===== src/rtl/display_demultiplexer.sv =====
// display_demultiplexer
// Rebuilds the four digits of a multiplexed 7-segment drive (anode enables
// plus a shared hex/dp bus) into four stable {dp,hex} registers. A digit is
// captured only after the scanned bus is stable for SETTLE samples.
// Optional build macro: DISPLAY_DEMUX_SYNC_EN adds a two-flop input
// synchronizer in front of the sample register (two extra cycles of latency).
//
// This block has no valid/ready handshake. The inputs are sampled
// unconditionally every cycle. frame_valid_o and err_o are single-cycle
// pulses that are not held and need no acknowledge.
module display_demultiplexer #(
    parameter int SETTLE    = 4,
    parameter int TIMEOUT_W = 20
) (
    input  logic       clk_i,
    input  logic       rst_ni,
    input  logic [3:0] an_i,
    input  logic [3:0] hex_i,
    input  logic       dp_i,
    output logic [4:0] out0_o,
    output logic [4:0] out1_o,
    output logic [4:0] out2_o,
    output logic [4:0] out3_o,
    output logic       frame_valid_o,
    output logic [7:0] frame_count_o,
    output logic       err_o,
    output logic       stale_o,
    output logic       dbg_state_o,
    output logic [3:0] dbg_seen_o
);

    typedef enum logic {
        SETTLING = 1'b0,
        CAPTURED = 1'b1
    } state_t;

    // The capture happens on the edge where the stable count would reach SETTLE-1.
    localparam logic [3:0]           CNT_LAST = 4'(SETTLE - 2);
    localparam logic [TIMEOUT_W-1:0] TO_MAX   = '1;
    localparam logic [TIMEOUT_W-1:0] TO_NEAR  = TO_MAX - 1'b1;

    logic [8:0]           w_in;
    logic [8:0]           r_sample;
    logic [8:0]           r_prev;
    state_t               r_state;
    state_t               w_state_next;
    logic [3:0]           r_cnt;
    logic [3:0]           w_cnt_next;
    logic                 w_capture;
    logic                 w_same;
    logic [3:0]           w_an;
    logic                 w_valid;
    logic [1:0]           w_idx;
    logic                 w_valid_cap;
    logic                 w_err_cap;
    logic [3:0]           w_seen_set;
    logic                 w_frame_done;
    logic [4:0]           r_out [4];
    logic [3:0]           r_seen;
    logic                 r_fv;
    logic                 r_err;
    logic [7:0]           r_fc;
    logic [TIMEOUT_W-1:0] r_to;
    logic                 r_stale;

`ifdef DISPLAY_DEMUX_SYNC_EN
    logic [8:0] r_sync1;
    logic [8:0] r_sync2;

    // Two-flop synchronizer. Resets to a blank display (all anodes off).
    always_ff @(posedge clk_i or negedge rst_ni) begin
        if (!rst_ni) begin
            r_sync1 <= 9'b1111_0000_0;
            r_sync2 <= 9'b1111_0000_0;
        end else begin
            r_sync1 <= {an_i, hex_i, dp_i};
            r_sync2 <= r_sync1;
        end
    end
    assign w_in = r_sync2;
`else
    assign w_in = {an_i, hex_i, dp_i};
`endif

    // Sample register plus a one-deep history that feeds the stability compare.
    always_ff @(posedge clk_i or negedge rst_ni) begin
        if (!rst_ni) begin
            r_sample <= '0;
            r_prev   <= '0;
        end else begin
            r_sample <= w_in;
            r_prev   <= r_sample;
        end
    end

    assign w_same = (r_sample == r_prev);
    assign w_an   = r_sample[8:5];

    // State register and stable-sample counter.
    always_ff @(posedge clk_i or negedge rst_ni) begin
        if (!rst_ni) begin
            r_state <= SETTLING;
            r_cnt   <= '0;
        end else begin
            r_state <= w_state_next;
            r_cnt   <= w_cnt_next;
        end
    end

    // Next state: count stable samples, capture once, then wait for a change.
    always_comb begin
        w_state_next = r_state;
        w_cnt_next   = r_cnt;
        w_capture    = 1'b0;
        case (r_state)
            SETTLING: begin
                if (!w_same) begin
                    w_cnt_next = '0;
                end else if (r_cnt == CNT_LAST) begin
                    w_capture    = 1'b1;
                    w_cnt_next   = '0;
                    w_state_next = CAPTURED;
                end else begin
                    w_cnt_next = r_cnt + 1'b1;
                end
            end
            CAPTURED: begin
                if (!w_same) begin
                    w_cnt_next   = '0;
                    w_state_next = SETTLING;
                end
            end
            default: begin
                w_cnt_next   = '0;
                w_state_next = SETTLING;
            end
        endcase
    end

    // Decode the anode pattern. Only a single active-low bit selects a digit.
    always_comb begin
        w_valid = 1'b0;
        w_idx   = 2'd0;
        case (w_an)
            4'b1110: begin w_valid = 1'b1; w_idx = 2'd0; end
            4'b1101: begin w_valid = 1'b1; w_idx = 2'd1; end
            4'b1011: begin w_valid = 1'b1; w_idx = 2'd2; end
            4'b0111: begin w_valid = 1'b1; w_idx = 2'd3; end
            default: begin w_valid = 1'b0; w_idx = 2'd0; end
        endcase
    end

    assign w_valid_cap  = w_capture & w_valid;
    assign w_err_cap    = w_capture & ~w_valid & (w_an != 4'b1111);
    assign w_seen_set   = r_seen | (4'b0001 << w_idx);
    assign w_frame_done = w_valid_cap & (w_seen_set == 4'b1111);

    // Digit registers, frame tracking, and the no-activity timeout.
    always_ff @(posedge clk_i or negedge rst_ni) begin
        if (!rst_ni) begin
            for (int i = 0; i < 4; i++) r_out[i] <= '0;
            r_seen  <= '0;
            r_fv    <= 1'b0;
            r_err   <= 1'b0;
            r_fc    <= '0;
            r_to    <= '0;
            r_stale <= 1'b1;
        end else begin
            r_fv  <= w_frame_done;
            r_err <= w_err_cap;
            if (w_valid_cap) begin
                // A valid capture takes priority over a timeout on the same edge.
                r_out[w_idx] <= {r_sample[0], r_sample[4:1]};
                r_to         <= '0;
                r_stale      <= 1'b0;
                if (w_frame_done) begin
                    r_seen <= '0;
                    r_fc   <= r_fc + 8'd1;
                end else begin
                    r_seen <= w_seen_set;
                end
            end else begin
                if (r_to != TO_MAX) r_to <= r_to + 1'b1;
                if (r_to == TO_NEAR) begin
                    r_stale <= 1'b1;
                    r_seen  <= '0;
                end
            end
        end
    end

    assign out0_o        = r_out[0];
    assign out1_o        = r_out[1];
    assign out2_o        = r_out[2];
    assign out3_o        = r_out[3];
    assign frame_valid_o = r_fv;
    assign frame_count_o = r_fc;
    assign err_o         = r_err;
    assign stale_o       = r_stale;
    assign dbg_state_o   = r_state;
    assign dbg_seen_o    = r_seen;

endmodule


===== config.mk =====
export PLATFORM = sky130hd
export DESIGN_NAME = display_demultiplexer
export DESIGN_NICKNAME = d
export VERILOG_FILES = /design/src/rtl/display_demultiplexer.sv
export SDC_FILE = /design/constraint.sdc
export NUM_CORES = 1
export LEC_CHECK = 0
export BUFFER_PORTS_ARGS = -buffer_cell sky130_fd_sc_hd__buf_2
export CAP_MARGIN = 10
export CORE_UTILIZATION = 57
export CTS_CLUSTER_DIAMETER = 150
export DETAILED_ROUTE_END_ITERATION = 12
export GPL_TIMING_DRIVEN = 0
export MAX_ROUTING_LAYER = met4
export PLACE_DENSITY = 0.8
export SYNTH_ARGS = -nofsm -noshare
export SYNTH_HDL_FRONTEND = slang
export SYNTH_SLANG_ARGS = --single-unit

===== constraint.sdc =====
create_clock -name clk_i -period 2.5 [get_ports clk_i]
set_clock_uncertainty 0.05 [all_clocks]
set_input_delay 0.375 -clock clk_i [delete_from_list [all_inputs] [get_ports clk_i]]
set_output_delay 0.375 -clock clk_i [all_outputs]
set_load 0.05 [all_outputs]

==> impl_metrics.toml, run 1 <==
[clock_network]
clock_sinks = 78
cts_buffer_depth = 2
cts-root-buf = "clkbuf_8"
clock_latency_ps = 360
cts_made_buffers = 9
h-tree-depth = 3
cts_tree = "built"
clk_pin_slew_ps = 90

[logic_synthesis]
syn_nets = 324
yosys_warnings = 0
ys_ff_latch = 78
ys.flop_type = "dfrtp_1"
synth_edf_count = 0
syn_area_um2 = 3620
yosysSeqAreaShare_pct = 53.9
netlist_instances = 308
syn_area_per_cell_um2 = 11.8
yosysUniqueCellTypes = 46
synthArstFlopShare_pct = 100

[layout]
layout-drive-gt1-share_pct = 29.8
final_cell_mix = "77 x dfrtp_1, 46 x buf_2, 26 x nor2_1"
final_common_cell = "dfrtp_1"
fillCellCount = 438
antennaDiodeCount = 0
final_nets = 387
utilization_pct = 70.2
final_design_area_no_fill_um2 = 4230
area_growth_pct = 16.7

[route]
drt-met1-wl_mm = 3.21
drt_iter0_drc = 173
drc = 0
routed_wl_mm = 7.04
wl_met2_mm = 3.37
wl_per_cell_um = 15.6
routed.top_layer = "met4"
drt_first_pass_iters = 4
ant_nets = 0
vias_per_cell = 5.69
vias = 2567
wl_met3_um = 381

[setup_path]
critPathKind = "reg -> reg"
critPathMaxFanout = 6
cp.arrival_ps = 2640
critPathLaunchType = "register"
cp_data_required_time_ps = 2700
end_kind = "register"

[timing]
tns_ps = 0
worst_pin_slew_ps = 877
finalSetupViolCount = 0
rsz0062_at_grt = "true"
setup_slack_ps = 52.3
hold_viol = 0
period_minus_slack_ps = 2450
fmax_mhz = 409
maxSlewHeadroom_pct = 41.1
slew_violations = 0
post-route-period-util_pct = 97.9

[floorplanning]
core_um2 = 6030
initial_core_util_pct = 60.1
fp.dieW_um = 81.7
die_area_um2 = 6680
die_h_um = 81.7
pin_count = 47
row_count = 28

[run_status]
status = "complete, no violations"

[pwr]
p_seq_share_pct = 56.3
p_sw_mw = 0.596
powerDensity_nw_per_um2 = 541
clkPwrFrac_pct = 39.0
comb_power_share_pct = 4.8
peakVddDrop_uv = 490
leakage_nw = 2.06
power.total_mw = 2.29
p_int_mw = 1.69
swShare_pct = 26.1

[placed_design]
pre_cts_slack_ps = -80.7
place_area_um2 = 3980
port_buffers = 46
dp_hpwl_mm = 4.90
gp_congestion = 0.791

[flow_run]
cap_viol_max_count = 0

[grt]
track_usage_pct = 23.7
antenna_found_initial = 0
grt_pass1_vias = 2356
grt_max_degree = 59
grt-ovfl-total = 0
grt_pass1_wl_mm = 11.3

[min_path]
hold_path_class = "in -> reg"
-- sequential cells by signal, summed over array words and instances (netlist names) --
signal / flops
err_o: 1
r_sample: 9
out3_o: 5
out0_o: 5
dbg_state_o: 1
frame_count_o: 8
r_cnt: 4
stale_o: 1
r_prev: 9
out2_o: 5
r_to: 20
out1_o: 5
frame_valid_o: 1
dbg_seen_o: 4
-- metrics by stage --
step	instances	hold WS, ps
after floorplan	308	29.4
after global placement	429	310
after detailed placement	430	237
after CTS	449	53.3
after global routing	451	46.7
final	451	61.8
-- kinds of logic after synthesis --
kind of cell / synth area share, %
buffers and inverters: 2.66
AND/OR/NAND/NOR: 21.5
AO/OA/AOI/OAI: 4.63
multiplexers: 6.53
adder cells (fa/ha/maj): 1.73
XOR/XNOR: 9.08
flip-flops: 53.9
-- synthesized netlist by cell type, drive strengths merged (7+ instances only) --
cell	n	share of area [%]
nor4	11	3.7
buf	7	1.5
nand4	19	3.5
inv	8	0.83
dfrtp	77	53
nand3	20	2.9
nand2	17	1.8
a21oi	9	1.2
xnor2	15	4.2
mux2	21	6.5
xor2	20	4.8
nor2	26	2.7
-- path summary, 6_finish.rpt --
check / startpoint / end / slack, ps / depth (start not counted)
hold reg to reg: r_sample[6]$_DFF_PN0_ / r_prev[6]$_DFF_PN0_ / 330 / 0
setup / recovery: r_sample[0]$_DFF_PN0_ / out3_o[1]$_DFFE_PN0P_ / 50 / 4
hold / removal: hex_i[2] / r_sample[3]$_DFF_PN0_ / 60 / 1
max in group asynchronous: rst_ni / stale_o$_DFFE_PN1P_ / 1420 / 3
min in group asynchronous: rst_ni / r_cnt[1]$_DFFE_PN0P_ / 390 / 2
setup reg to reg: r_sample[0]$_DFF_PN0_ / out3_o[1]$_DFFE_PN0P_ / 50 / 4
-- critical path, stage by stage (launching register included) --
cell and delay, ps:
dfrtp_1 450, xnor2_1 280, nand3_2 290, nor4_2 860
mux2_2 410
-- repair_timing --
action | 4_1_cts | 5_1_grt
setup buffers | 2 | 3
gates resized for setup | 0 | 3
hold buffers | 1 | 0
hold endpoints to repair | 20 | 0
setup endpoints to repair | 5 | 31
pin swaps | 0 | 1
-- routing by layer --
metal | track usage [%] | vias to the layer above
li1 | - | 1229
met4 | 8.42 | 0
met2 | 34.5 | 77
met5 | - | -
met3 | 6.89 | 8
met1 | 31.7 | 1253
-- cell type report --
| class | instances | area, um^2 | share of cell area, % |
|---|---|---|---|
| sequential | 78 | 1950 | 46.2 |
| multi-input combinational | 212 | 1600 | 37.8 |
| timing repair buffer | 53 | 308 | 7.28 |
| clock buffer | 9 | 124 | 2.93 |
| tap | 75 | 93.8 | 2.22 |
| clock inverter | 7 | 61.3 | 1.45 |
| buffer | 9 | 61.3 | 1.45 |
| inverter | 8 | 30.0 | 0.710 |
-- power groups by stage --
stage	Clock, mW	Combinational [mW]	Sequential (mW)
after global routing	0.972	0.122	1.29
after CTS	0.910	0.107	1.29
final	0.892	0.110	1.29
after global placement	0	0.0959	1.31
after floorplan	0	0.0564	1.31
after detailed placement	0	0.106	1.31
No activity file was read; power rests on OpenSTA's default activity.
==> run 2, diff against run 1 <==
--- a/config.mk
+++ b/config.mk
@@ -13,6 +13,7 @@
 export GPL_TIMING_DRIVEN = 0
 export MAX_ROUTING_LAYER = met4
 export PLACE_DENSITY = 0.8
+export REMOVE_ABC_BUFFERS = 1
 export SYNTH_ARGS = -nofsm -noshare
 export SYNTH_HDL_FRONTEND = slang
 export SYNTH_SLANG_ARGS = --single-unit
==> impl_metrics.toml, run 2 (synthesized netlist as in run 1, its figures left out) <==
[timing]
finalSetupViolCount = 0
maxSlewHeadroom_pct = 46.4
setup_slack_ps = 127
tns_ps = 0
post-route-period-util_pct = 94.9
slew_violations = 0
worst_pin_slew_ps = 798
fmax_mhz = 421
period_minus_slack_ps = 2370
rsz0062_at_grt = "true"
hold_viol = 0

[grt]
grt_max_degree = 56
grt_use_met2_pct = 36.7
grt_pass1_vias = 2446
grt_pass1_wl_mm = 11.5
antenna_found_initial = 0
use_met3_pct = 6.00
grt-ovfl-total = 0
use_met1_pct = 30.2
busiest_layer = "met2"
track_usage_pct = 23.6

[setup_path]
critPathLaunchType = "register"
slowest_stage = "nor4_2"
crit_cells = 4
end_kind = "register"
cp_data_required_time_ps = 2690
cpPeakStageDelay_ps = 790
critPathKind = "reg -> reg"
cp.buffers_inverters = 0
cpLargestDelayFamily = "simple AND/OR/NAND/NOR gates"
cp.arrival_ps = 2560
crit_chain = "xnor2_1 -> nand3_2 -> nor4_2 -> mux2_2"
critPathMaxFanout = 10
r2r_cells = 4

[run_status]
status = "complete, no violations"

[pwr]
clkPwrFrac_pct = 42.7
peakVddDrop_uv = 498
leakage_nw = 2.05
swShare_pct = 22.6
p_seq_share_pct = 53.5
powerDensity_nw_per_um2 = 574
comb_power_share_pct = 3.8
p_int_mw = 1.88
p_sw_mw = 0.549

[placed_design]
gp_congestion = 0.841
dp_hpwl_mm = 4.67
place_area_um2 = 3910
port_buffers = 46
pre_cts_slack_ps = -39.3
dp.cells = 420

[layout]
final_cell_mix = "76 x dfrtp_1, 45 x buf_2, 26 x nor2_1"
fillCellCount = 456
layout-drive-gt1-share_pct = 29.6
seq_area_um2 = 1950
area_growth_pct = 16.7
final_nets = 379
final_design_area_no_fill_um2 = 4230
utilization_pct = 70.2
regMostFlops = "r_to"
multi_input_area_um2 = 1600
final_common_cell = "dfrtp_1"
antennaDiodeCount = 0
finalNonFillerCells = 443
largest_reg_flops = 20
largest_registers = "r_to: 20 flops, r_prev: 9 flops, r_sample: 9 flops"

[clock_network]
cts_tree = "built"
clk_pin_slew_ps = 80
cts_made_buffers = 9
clock_sinks = 78
cts_buffer_depth = 2
cts-root-buf = "clkbuf_8"
h-tree-depth = 3
clock_latency_ps = 350

[route]
routed_wl_mm = 6.98
ant_nets = 0
drt_iter0_drc = 106
wl_per_cell_um = 15.8
drt_first_pass_iters = 5
vias = 2561
drc = 0
vias_per_cell = 5.78

[flow_run]
cap_viol_max_count = 0

[floorplanning]
initial_core_util_pct = 60.1
die_area_um2 = 6680
fp.dieW_um = 81.7
row_count = 28
die_h_um = 81.7
core_um2 = 6030
pin_count = 47

[min_path]
min_path_cells = 1
hold_path_class = "in -> reg"
## run 2: cell type report
type	count	area share (%)
clock buffer	10	3.02
clock inverter	6	2.22
inverter	8	0.710
multi-input combinational	212	37.9
sequential	78	46.2
tap	75	2.22
timing repair buffer	54	7.75
## run 2: per-stage QoR
stage	hold slack, ps	power [mW]
after floorplan	29.4	1.36
after global placement	400	1.40
after detailed placement	243	1.41
after CTS	58.9	2.45
after global routing	53.6	2.52
final	76.6	2.43
## run 2: worst register-to-register path: cells and delay by family (launching register included)
kind / cells / cell delay [ps]
muxes: 1 / 410
and+or+nand+nor: 2 / 1030
xor gates and xnor gates: 1 / 190
DFF: 1 / 580
## run 2: final timing paths
path | startpoint | end | slack [ps]
setup / recovery | r_sample[5]$_DFF_PN0_ | out2_o[0]$_DFFE_PN0P_ | 130
hold / removal | hex_i[2] | r_sample[3]$_DFF_PN0_ | 80
setup reg to reg | r_sample[5]$_DFF_PN0_ | out2_o[0]$_DFFE_PN0P_ | 130
hold reg to reg | frame_count_o[7]$_DFFE_PN0P_ | frame_count_o[7]$_DFFE_PN0P_ | 420
max in group asynchronous | rst_ni | stale_o$_DFFE_PN1P_ | 1380
min in group asynchronous | rst_ni | out3_o[3]$_DFFE_PN0P_ | 410
## run 2: layer usage
metal	vias up	part of all wire, %	routed length, um
met3	9	3.9	275
met4	0	1.4	95
met1	1268	45	3170
met5	-	0	0
met2	68	49	3440
li1	1216	-	-
## run 2: power groups by stage
stage,sequential (mW),clock [mW],combinational (mW)
6_report,1.30,1.04,0.0933
5_1_grt,1.30,1.12,0.104
4_1_cts,1.30,1.06,0.0911
2_1_floorplan,1.32,0,0.0447
3_3_place_gp,1.32,0,0.0817
3_5_place_dp,1.32,0,0.0895
## run 2: repair_timing
| item | 4_1_cts | 5_1_grt |
|---|---|---|
| endpoints found under the hold margin | 23 | 0 |
| pin swaps | 0 | 1 |
| setup buffers | 1 | 5 |
| endpoints found under the setup margin | 22 | 33 |
| hold buffers | 1 | 0 |
| gates resized for setup | 1 | 5 |
==> run 3, diff against run 2 <==
--- a/config.mk
+++ b/config.mk
@@ -5,15 +5,19 @@
 export SDC_FILE = /design/constraint.sdc
 export NUM_CORES = 1
 export LEC_CHECK = 0
+export ABC_AREA = 1
 export BUFFER_PORTS_ARGS = -buffer_cell sky130_fd_sc_hd__buf_2
 export CAP_MARGIN = 10
-export CORE_UTILIZATION = 57
+export CELL_PAD_IN_SITES_DETAIL_PLACEMENT = 0
+export CELL_PAD_IN_SITES_GLOBAL_PLACEMENT = 1
+export CORE_UTILIZATION = 44
 export CTS_CLUSTER_DIAMETER = 150
 export DETAILED_ROUTE_END_ITERATION = 12
 export GPL_TIMING_DRIVEN = 0
 export MAX_ROUTING_LAYER = met4
-export PLACE_DENSITY = 0.8
+export PLACE_DENSITY = 0.81
 export REMOVE_ABC_BUFFERS = 1
+export SLEW_MARGIN = 20
 export SYNTH_ARGS = -nofsm -noshare
 export SYNTH_HDL_FRONTEND = slang
 export SYNTH_SLANG_ARGS = --single-unit
==> impl_metrics.toml, run 3 <==
[run_status]
status = "complete, no violations"

[pwr]
leakage_nw = 2.31
powerDensity_nw_per_um2 = 521
power.total_mw = 2.27
peakVddDrop_uv = 339

[grt]
use_met1_pct = 26.4
grt_max_degree = 44
track_usage_pct = 19.7
use_met3_pct = 2.87
grt_pass1_vias = 2847
antenna_found_initial = 0
busiest_layer = "met2"
grt_pass1_wl_mm = 13.2
grt-ovfl-total = 0
grt_use_met2_pct = 29.9

[timing]
tns_ps = 0
slew_violations = 0
period_minus_slack_ps = 2020
finalSetupViolCount = 0
rsz0062_at_grt = "false"
worst_pin_slew_ps = 472
hold_viol = 0
post-route-period-util_pct = 81.0
maxSlewHeadroom_pct = 68.6
fmax_mhz = 494

[logic_synthesis]
synth_edf_count = 0
synth.top_cell.area_share_pct = 50.5
yosys_warnings = 0
syn_area_um2 = 3810
yosysSeqAreaShare_pct = 51.2
syn_area_per_cell_um2 = 8.57
yosysMostFrequentCell = "nand2_1"
synth_common_cells = "119 x nand2_1, 77 x dfrtp_1, 62 x inv_1, 36 x nand3_1, 33 x nor2_1"
netlist_instances = 445
synthArstFlopShare_pct = 100
ys.flop_type = "dfrtp_1"
yosys.area.top_type = "dfrtp_1"
ys_ff_latch = 78
synthTopCellsByArea = "dfrtp_1 51%, nand2_1 12%, inv_1 6.1%"
yosysUniqueCellTypes = 33

[setup_path]
ff2ff_setup_slack_ps = 480
crit_chain = "ha_1 -> inv_1 -> nor3_2 -> nand3_2 -> inv_1 -> nand2_1 -> o21ai_0 -> nand2_1 -> inv_1"
end_kind = "register"
r2r_start = "r_to[0]$_DFFE_PN0P_"
slowest_stage = "dfrtp_1"
critPathMaxFanout = 8
worstReg2RegEnd = "r_to[1]$_DFFE_PN0P_"
cp_data_required_time_ps = 2750
cpPeakStageDelay_ps = 470
critPathKind = "reg -> reg"
r2r_cells = 9
crit_path_frequent_cell = "inv_1"
cp.arrival_ps = 2270
critPathLaunchType = "register"

[floorplanning]
fp.dieW_um = 95.1
initial_core_util_pct = 46.0
core_um2 = 8300
die_area_um2 = 9040
row_count = 33
die_h_um = 95.1
pin_count = 47

[layout]
final_cell_mix = "119 x nand2_1, 77 x dfrtp_1, 62 x inv_1"
largest_reg_flops = 20
layout-drive-gt1-share_pct = 18.1
finalNonFillerCells = 612
regMostFlops = "r_to"
utilization_pct = 52.6
final_nets = 518
multi_input_area_um2 = 1590
antennaDiodeCount = 0
seq_area_um2 = 1950
final_design_area_no_fill_um2 = 4370
area_growth_pct = 14.5
fillCellCount = 764
largest_registers = "r_to: 20 flops, r_prev: 9 flops, r_sample: 9 flops"
final_common_cell = "nand2_1"

[clock_network]
clock_sinks = 78
cts_made_buffers = 9
h-tree-depth = 3
cts-root-buf = "clkbuf_8"
cts_tree = "built"
cts.repair.resized = 0
cts_setup_buffers = 0
cts_buffer_depth = 2
clk_pin_slew_ps = 90
clock_latency_ps = 350

[route]
drt_first_pass_iters = 4
drt_iter0_drc = 128
ant_nets = 0
drc = 0
vias_per_cell = 4.92
wl_per_cell_um = 12.6
routed_wl_mm = 7.73
vias = 3012

[min_path]
hold_path_class = "in -> reg"
hp-start = "hex_i[0]"
min_path_cells = 1
min_to = "r_sample[1]$_DFF_PN0_"

[placed_design]
gp_congestion = 0.849
dp_hpwl_mm = 5.70
dp.cells = 595
place_area_um2 = 4180
port_buffers = 46

[flow_run]
cap_viol_max_count = 0
-- run 3: layout make-up --
type | instances | area share (%)
Tap cell | 105 | 3.01
Clock inverter | 7 | 1.26
Sequential cell | 78 | 44.7
Inverter | 67 | 5.76
Clock buffer | 9 | 2.84
Multi-Input combinational cell | 298 | 36.4
Timing Repair Buffer | 48 | 6.02
-- run 3: worst max-delay path by stage --
stage	to	slack (ps)	startpoint	cells after the start
floorplan	out3_o[0]$_DFFE_PN0P_	830	r_cnt[0]$_DFFE_PN0P_	9
global placement	frame_count_o[4]$_DFFE_PN0P_	460	rst_ni	1
detailed placement	dbg_seen_o[0]$_DFFE_PN0P_	510	r_sample[5]$_DFF_PN0_	10
CTS	r_to[1]$_DFFE_PN0P_	480	r_to[0]$_DFFE_PN0P_	9
global route	r_to[1]$_DFFE_PN0P_	250	r_to[0]$_DFFE_PN0P_	9
finish	r_to[1]$_DFFE_PN0P_	480	r_to[0]$_DFFE_PN0P_	9
-- run 3: what timing repair did --
| item | in CTS | in global routing |
|---|---|---|
| endpoints found under the setup margin | 0 | 0 |
| hold endpoints to repair | 35 | 0 |
| hold buffers | 1 | 0 |
-- run 3: report_power, final --
part	internal [mW]	switching (mW)	leakage (nW)
registers	1.28	0.0136	1.03
clock network	0.375	0.507	0.0923
logic	0.0286	0.0747	1.19
-- run 3: routing by layer --
metal  part of all wire, %  up-vias
met5                     0        -
met4                   1.5        0
met3                   2.5       10
met2                    46       36
met1                    50     1428
li1                      -     1538
-- run 3: cell families (layout without fill, tap and decap cells) --
group | after synthesis | after routing | share of synthesized area [%]
buffers and inverters | 69 | 131 | 7.09
AOI/OAI and AO/OA | 51 | 51 | 7.55
and+or+nand+nor | 228 | 228 | 29.3
DFF | 78 | 78 | 51.2
adders and majority gates | 5 | 5 | 1.64
xor gates and xnor gates | 14 | 14 | 3.22
-- run 3: critical path, delay by kind of cell (launching register included) --
family | cells | cell delay [ps]
DFF | 1 | 470
and+or+nand+nor | 4 | 840
buffers and inverters | 3 | 320
adders and majority gates | 1 | 220
AOI/OAI and AO/OA | 1 | 70
-- run 3: stage by stage --
stage	hold slack (ps)	worst slack, ps
final	72.4	475
after global routing	49.0	254
after CTS	53.8	482
after detailed placement	314	507
after global placement	332	457
after floorplan	29.4	829
